===== src/rtl/ram_load_unit_pkg.sv =====
// Shared types and helpers for the RAM load path: access-size encodings,
// load FSM states and the alignment rule.
package ram_load_unit_pkg;

  localparam int RAM_QUAD_SIZE = 64;

  typedef enum logic [1:0] {
    RAM_BYTE = 2'd0,
    RAM_WORD = 2'd1,
    RAM_LONG = 2'd2,
    RAM_QUAD = 2'd3
  } ram_size_t;

  typedef enum logic [1:0] {
    ST_IDLE = 2'd0,
    ST_READ = 2'd1,
    ST_WAIT = 2'd2,
    ST_RESP = 2'd3
  } load_state_t;

  // An access is aligned when its byte offset inside the quad is a multiple of its size.
  function automatic logic is_aligned(input ram_size_t size, input logic [2:0] offset);
    logic ok;
    case (size)
      RAM_BYTE: ok = 1'b1;
      RAM_WORD: ok = (offset[0] == 1'b0);
      RAM_LONG: ok = (offset[1:0] == 2'b00);
      RAM_QUAD: ok = (offset == 3'b000);
      default:  ok = 1'b0;
    endcase
    return ok;
  endfunction

endpackage


===== src/rtl/ram_load_unit_if.sv =====
// Request, RAM read port and response signals of the load unit.
// slave = the load unit itself, master = the surrounding CPU/RAM environment.
interface ram_load_unit_if
  import ram_load_unit_pkg::*;
#(
  parameter int ADDR_W = 16
);

  logic                     req_valid;
  logic                     req_ready;
  logic [ADDR_W-1:0]        req_addr;
  ram_size_t                req_size;
  logic                     req_signed;

  logic                     ram_rd_en;
  logic [ADDR_W-4:0]        ram_addr;
  logic [RAM_QUAD_SIZE-1:0] ram_rd_data;

  logic                     rsp_valid;
  logic                     rsp_ready;
  logic [RAM_QUAD_SIZE-1:0] rsp_data;
  logic                     rsp_err;

  modport slave (
    input  req_valid, req_addr, req_size, req_signed,
    output req_ready,
    output ram_rd_en, ram_addr,
    input  ram_rd_data,
    output rsp_valid, rsp_data, rsp_err,
    input  rsp_ready
  );

  modport master (
    output req_valid, req_addr, req_size, req_signed,
    input  req_ready,
    input  ram_rd_en, ram_addr,
    output ram_rd_data,
    input  rsp_valid, rsp_data, rsp_err,
    output rsp_ready
  );

endinterface


===== src/rtl/ram_load_unit_quad_rshift.sv =====
// Combinational right shift of a quad by offset*8 bits, followed by masking to
// the access size and sign or zero extension back to 64 bits.
module ram_load_unit_quad_rshift
  import ram_load_unit_pkg::*;
(
  input  logic [RAM_QUAD_SIZE-1:0] data_i,
  input  logic [2:0]               offset_i,
  input  ram_size_t                size_i,
  input  logic                     signed_i,
  output logic [RAM_QUAD_SIZE-1:0] data_o
);

  logic [RAM_QUAD_SIZE-1:0] shifted_s;
  logic                     fill_s;

  // Offset 0 is bits [7:0]; the addressed field lands at the bottom after the shift.
  always_comb begin
    shifted_s = data_i >> {offset_i, 3'b000};
    fill_s    = 1'b0;
    data_o    = shifted_s;
    case (size_i)
      RAM_BYTE: begin
        fill_s = signed_i & shifted_s[7];
        data_o = {{56{fill_s}}, shifted_s[7:0]};
      end
      RAM_WORD: begin
        fill_s = signed_i & shifted_s[15];
        data_o = {{48{fill_s}}, shifted_s[15:0]};
      end
      RAM_LONG: begin
        fill_s = signed_i & shifted_s[31];
        data_o = {{32{fill_s}}, shifted_s[31:0]};
      end
      RAM_QUAD: begin
        fill_s = 1'b0;
        data_o = shifted_s;
      end
      default: begin
        fill_s = 1'b0;
        data_o = shifted_s;
      end
    endcase
  end

endmodule


===== src/rtl/ram_load_unit.sv =====
// Load unit: accepts one request, issues a single aligned quad read and returns the
// extracted, extended field. Misaligned requests get an error response without a RAM access.
module ram_load_unit
  import ram_load_unit_pkg::*;
#(
  parameter int ADDR_W     = 16,
  parameter int RD_LATENCY = 1
) (
  input logic            clk,
  input logic            rst_n,
  ram_load_unit_if.slave bus
);

  localparam int         QA_W     = ADDR_W - 3;
  localparam logic [1:0] LAT_INIT = 2'(RD_LATENCY - 1);

  load_state_t              state_q;
  logic [2:0]               offset_q;
  ram_size_t                size_q;
  logic                     signed_q;
  logic [1:0]               cnt_q;
  logic                     req_ready_q;
  logic                     ram_rd_en_q;
  logic [QA_W-1:0]          ram_addr_q;
  logic                     rsp_valid_q;
  logic                     rsp_err_q;
  logic [RAM_QUAD_SIZE-1:0] rsp_data_q;
  logic [RAM_QUAD_SIZE-1:0] rsp_data_d;

  ram_load_unit_quad_rshift u_rshift (
    .data_i   (bus.ram_rd_data),
    .offset_i (offset_q),
    .size_i   (size_q),
    .signed_i (signed_q),
    .data_o   (rsp_data_d)
  );

  // Load FSM; every output is a register updated on the transition into its state.
  always_ff @(posedge clk or negedge rst_n) begin
    if (!rst_n) begin
      state_q     <= ST_IDLE;
      offset_q    <= 3'd0;
      size_q      <= RAM_BYTE;
      signed_q    <= 1'b0;
      cnt_q       <= 2'd0;
      req_ready_q <= 1'b1;
      ram_rd_en_q <= 1'b0;
      ram_addr_q  <= '0;
      rsp_valid_q <= 1'b0;
      rsp_err_q   <= 1'b0;
      rsp_data_q  <= '0;
    end else begin
      case (state_q)
        ST_IDLE: begin
          if (bus.req_valid) begin
            offset_q    <= bus.req_addr[2:0];
            size_q      <= bus.req_size;
            signed_q    <= bus.req_signed;
            req_ready_q <= 1'b0;
            if (is_aligned(bus.req_size, bus.req_addr[2:0])) begin
              state_q     <= ST_READ;
              ram_rd_en_q <= 1'b1;
              ram_addr_q  <= bus.req_addr[ADDR_W-1:3];
            end else begin
              state_q     <= ST_RESP;
              rsp_valid_q <= 1'b1;
              rsp_err_q   <= 1'b1;
              rsp_data_q  <= '0;
            end
          end else begin
            req_ready_q <= 1'b1;
          end
        end
        ST_READ: begin
          ram_rd_en_q <= 1'b0;
          cnt_q       <= LAT_INIT;
          state_q     <= ST_WAIT;
        end
        ST_WAIT: begin
          // Counter reaching zero marks the single cycle in which ram_rd_data is valid.
          if (cnt_q == 2'd0) begin
            rsp_data_q  <= rsp_data_d;
            rsp_err_q   <= 1'b0;
            rsp_valid_q <= 1'b1;
            state_q     <= ST_RESP;
          end else begin
            cnt_q <= cnt_q - 2'd1;
          end
        end
        ST_RESP: begin
          if (bus.rsp_ready) begin
            rsp_valid_q <= 1'b0;
            req_ready_q <= 1'b1;
            state_q     <= ST_IDLE;
          end else begin
            rsp_valid_q <= 1'b1;
          end
        end
        default: begin
          state_q     <= ST_IDLE;
          req_ready_q <= 1'b1;
          ram_rd_en_q <= 1'b0;
          rsp_valid_q <= 1'b0;
        end
      endcase
    end
  end

  assign bus.req_ready = req_ready_q;
  assign bus.ram_rd_en = ram_rd_en_q;
  assign bus.ram_addr  = ram_addr_q;
  assign bus.rsp_valid = rsp_valid_q;
  assign bus.rsp_data  = rsp_data_q;
  assign bus.rsp_err   = rsp_err_q;

endmodule


===== src/flat_wrapper.sv =====
// flat-port wrapper written by rule: the top's interface ports become plain ports
module ram_load_unit_flat import ram_load_unit_pkg::*;
#(
  parameter int ADDR_W     = 16,
  parameter int RD_LATENCY = 1
)
  (clk, rst_n, bus_req_valid, bus_req_addr, bus_req_size, bus_req_signed, bus_req_ready, bus_ram_rd_en, bus_ram_addr, bus_ram_rd_data, bus_rsp_valid, bus_rsp_data, bus_rsp_err, bus_rsp_ready);
  ram_load_unit_if #(.ADDR_W(ADDR_W)) bus_i ();
  input logic clk;
  input logic rst_n;
  input wire logic [$bits(bus_i.req_valid)-1:0] bus_req_valid;
  input wire logic [$bits(bus_i.req_addr)-1:0] bus_req_addr;
  input wire logic [$bits(bus_i.req_size)-1:0] bus_req_size;
  input wire logic [$bits(bus_i.req_signed)-1:0] bus_req_signed;
  output wire logic [$bits(bus_i.req_ready)-1:0] bus_req_ready;
  output wire logic [$bits(bus_i.ram_rd_en)-1:0] bus_ram_rd_en;
  output wire logic [$bits(bus_i.ram_addr)-1:0] bus_ram_addr;
  input wire logic [$bits(bus_i.ram_rd_data)-1:0] bus_ram_rd_data;
  output wire logic [$bits(bus_i.rsp_valid)-1:0] bus_rsp_valid;
  output wire logic [$bits(bus_i.rsp_data)-1:0] bus_rsp_data;
  output wire logic [$bits(bus_i.rsp_err)-1:0] bus_rsp_err;
  input wire logic [$bits(bus_i.rsp_ready)-1:0] bus_rsp_ready;
  assign bus_i.req_valid = bus_req_valid;
  assign bus_i.req_addr = bus_req_addr;
  assign bus_i.req_size = bus_req_size;
  assign bus_i.req_signed = bus_req_signed;
  assign bus_req_ready = bus_i.req_ready;
  assign bus_ram_rd_en = bus_i.ram_rd_en;
  assign bus_ram_addr = bus_i.ram_addr;
  assign bus_i.ram_rd_data = bus_ram_rd_data;
  assign bus_rsp_valid = bus_i.rsp_valid;
  assign bus_rsp_data = bus_i.rsp_data;
  assign bus_rsp_err = bus_i.rsp_err;
  assign bus_i.rsp_ready = bus_rsp_ready;
  ram_load_unit #(.ADDR_W(ADDR_W), .RD_LATENCY(RD_LATENCY)) u_core (.clk(clk), .rst_n(rst_n), .bus(bus_i));
endmodule

===== config.mk =====
export PLATFORM = sky130hd
export DESIGN_NAME = ram_load_unit_flat
export DESIGN_NICKNAME = d
export VERILOG_FILES = /design/src/rtl/ram_load_unit_pkg.sv /design/src/rtl/ram_load_unit_if.sv /design/src/rtl/ram_load_unit_quad_rshift.sv /design/src/rtl/ram_load_unit.sv /design/src/flat_wrapper.sv
export SDC_FILE = /design/constraint.sdc
export NUM_CORES = 1
export LEC_CHECK = 0
export BUFFER_PORTS_ARGS = -buffer_cell sky130_fd_sc_hd__buf_2
export CORE_MARGIN = 8
export CORE_UTILIZATION = 53
export CTS_CLUSTER_DIAMETER = 40
export DETAILED_ROUTE_END_ITERATION = 10
export PLACE_DENSITY = 0.85
export SLEW_MARGIN = 30
export SYNTH_ARGS = -nofsm -noshare
export SYNTH_HDL_FRONTEND = slang
export SYNTH_SLANG_ARGS = --single-unit

===== constraint.sdc =====
create_clock -name clk -period 2.9 [get_ports clk]
set_input_delay 0.29 -clock clk [delete_from_list [all_inputs] [get_ports clk]]
set_output_delay 0.29 -clock clk [all_outputs]
set_load 0.05 [all_outputs]

==> flow_metrics.py <==
metrics = {
    "power": {
        "power_leakage_uw": 0.00333,
        "p_per_area_nw_per_um2": 1330,
        "max-vdd-ir-drop_uv": 873,
    },
    "sta": {
        "maxSlewViolCount": 0,
        "hold_violations": 0,
        "fin_skew_ps": 17.7,
        "rsz0062_at_grt": "no",
        "max_freq_mhz": 393,
        "slew_headroom_pct": 51.9,
        "tns_ps": 0,
        "fin_ws_ps": 358,
        "fin_crit_sh_pct": 87.7,
        "post-route-min-period_ps": 2540,
        "setup_violations": 0,
        "tightest_slew_ps": 719,
    },
    "setup_path": {
        "critical_path_required_ps": 3190,
        "worst-path-stages": 7,
        "r2r-end": "u_core.bus.rsp_data[48]",
        "worst-path-buf-inv": 2,
        "cp_slowest_stage_delay_ps": 560,
        "critPathMaxFanout": 25,
        "path_class": "reg -> reg",
        "reg2reg_depth": 7,
        "cp_slowest_cell": "and4_1",
        "crit_end": "u_core.bus.rsp_data[48]",
        "reg2reg_from": "u_core.state_q[0]",
        "startpoint": "u_core.state_q[0]",
        "rrSetupSlack_ps": 360,
        "cp-start-kind": "flop",
        "critPathTopFamily": "simple AND/OR/NAND/NOR gates",
        "cp-end-kind": "flop",
        "cp.arrival_ps": 2840,
        "worstPathCellList": "inv_1 > ha_1 > o211ai_1 > and4_1 > nand2_2 > buf_4 > o21ai_1",
    },
    "floorplanning": {
        "rows": 38,
        "io_pins": 168,
        "core_um2": 10700,
        "die_h_um": 120,
        "die_w_um": 120,
        "start_util_pct": 53.7,
        "dieArea_um2": 14400,
    },
    "synthesis": {
        "yosys_most_used_dff": "dfrtp_1",
        "ys_types": 53,
        "synth_edf_count": 0,
        "syn_area_um2": 5750,
        "synth_nets": 685,
        "yosysMostFrequentCell": "nand2_1",
        "yosysWarnings": 0,
        "yosysSeqAreaShare_pct": 39.6,
        "synth_seq_cells": 91,
        "yosys.area.top_type": "dfrtp_1",
        "avgSynthCellArea_um2": 9.69,
        "synth_common_cells": "nand2_1 (91), dfrtp_1 (90), mux2i_1 (43), nor2_1 (33)",
        "syn_inst": 593,
        "synth_area_leaders": "dfrtp_1 (39%), mux2i_1 (7.5%), mux4_2 (6.3%), nand2_1 (5.9%), mux2_2 (5.3%)",
        "synthArstFlopShare_pct": 100,
        "synth_top_area_share_pct": 39.2,
    },
    "global_route": {
        "grt_max_degree": 53,
        "antenna_found_initial": 0,
        "grt.total_usage_pct": 25.6,
        "grt_pass1_wl_mm": 29.5,
        "grt_pass1_vias": 5579,
        "grt-ovfl-total": 0,
    },
    "clock_network": {
        "clkSinkCount": 91,
        "cts_buffers": 9,
        "cts.clk_slew.worst_paths_ps": 100,
        "cts_root_buf": "clkbuf_8",
        "cts_buffer_depth": 2,
        "cts_tree": "done",
        "cts_setup_buffers": 0,
        "htreeDepth": 3,
        "clk_latency_ps": 380,
    },
    "cells_and_area": {
        "drive_above_1_share_pct": 34.5,
        "area_growth_pct": 20.3,
        "fin_cells": 887,
        "fin_nets": 834,
        "antenna_cells": 0,
    },
    "detailed_routing": {
        "first_pass_iters": 5,
        "ant_nets": 0,
        "wire_per_inst_um": 20.9,
        "drt_iter0_drc": 580,
        "num_vias": 5527,
        "via_per_inst": 6.23,
        "wirelength_mm": 18.6,
        "drc": 0,
    },
    "placed_design": {
        "io_buffers": 167,
        "dp_worst_setup_slack_ps": 290,
        "dp.final_hpwl_mm": 14.3,
        "dp.cells": 870,
        "place.gp.congestion": 0.959,
    },
    "run_status": {
        "status": "completed",
    },
    "run": {
        "maxCapViolations": 0,
    },
    "hold_path": {
        "hold_path_class": "in -> reg",
    },
}
metal layers:
metal | up-vias | part of all wire [%] | global-route usage, %
li1 | 2499 | - | -
met1 | 2654 | 39 | 30.8
met2 | 311 | 47 | 40.7
met3 | 63 | 9.8 | 7.42
met4 | 0 | 4.7 | 14.4
met5 | - | 0 | 0
state kept, by name, summed over array words and instances (netlist names):
| register | flops |
|---|---|
| u_core.bus.ram_addr | 13 |
| u_core.bus.ram_rd_en | 1 |
| u_core.bus.req_ready | 1 |
| u_core.bus.rsp_data | 64 |
| u_core.bus.rsp_err | 1 |
| u_core.bus.rsp_valid | 1 |
| u_core.cnt_q | 2 |
| u_core.offset_q | 3 |
| u_core.signed_q | 1 |
| u_core.size_q | 2 |
| u_core.state_q | 2 |
how the worst min path moves through the flow:
stage | from | endpoint | slack, ps | cells past startpoint
2_1_floorplan | rst_n | u_core.bus.ram_addr[0] | -6 | 0
3_3_place_gp | rst_n | u_core.bus.rsp_data[10] | 320 | 1
3_5_place_dp | rst_n | u_core.bus.rsp_data[10] | 330 | 1
4_1_cts | bus_req_addr[12] | u_core.bus.ram_addr[9] | 130 | 2
5_1_grt | bus_req_addr[15] | u_core.bus.ram_addr[12] | 120 | 2
6_report | bus_req_addr[12] | u_core.bus.ram_addr[9] | 130 | 2
repair_timing:
action / CTS / global route
hold buffers: 1 / 0
endpoints found under the hold margin: 44 / 0
gates resized for setup: 0 / 1
endpoints found under the setup margin: 0 / 1
cells in the final DEF (no fill, tap or decap), types with 7 or more instances in the layout:
cell / instances
a211oi_1: 32
buf_2: 166
o21ai_0: 23
mux4_2: 16
a21oi_1: 16
buf_4: 16
and3b_1: 11
and2_1: 11
o21ai_1: 32
mux2_2: 27
clkbuf_8: 9
a2bb2oi_1: 7
mux2i_1: 43
a221o_1: 9
nand2_1: 91
inv_1: 9
dfrtp_1: 88
nor2_1: 33
a22oi_1: 16
cell families (layout without fill, tap and decap cells):
kind of cell,Yosys count,in the layout,synth area share (%)
AO/OA/AOI/OAI,171,171,20.7
adder cells (fa/ha/maj),5,5,1.09
buffers and inverters,59,213,4.57
AND/OR/NAND/NOR,179,179,14.6
flip-flops,91,91,39.6
multiplexers,88,88,19.4
cell type report:
cell class	instances	area (um2)
fillers	900	3780
multi-input cells	443	3230
flip-flops and latches	91	2280
repair buffers	186	1020
well taps	140	175
clock buffers	9	124
clock inverters	7	45.0
inverters	11	41.3
power by group:
| group | switching [uW] | internal (uW) |
|---|---|---|
| Combinational | 4120 | 2080 |
| Sequential | 443 | 1770 |
| Clock | 477 | 308 |
through the flow:
stage	util, %	hold WS (ps)	instance area, um2	power [uW]
6_report	64.6	129	6910	9200
5_1_grt	64.6	124	6910	9750
4_1_cts	64.5	126	6910	9160
3_5_place_dp	62.9	334	6730	8380
3_3_place_gp	62.9	318	6730	8230
2_1_floorplan	-	-5.59	5750	6850
No activity file was read; power rests on OpenSTA's default activity.
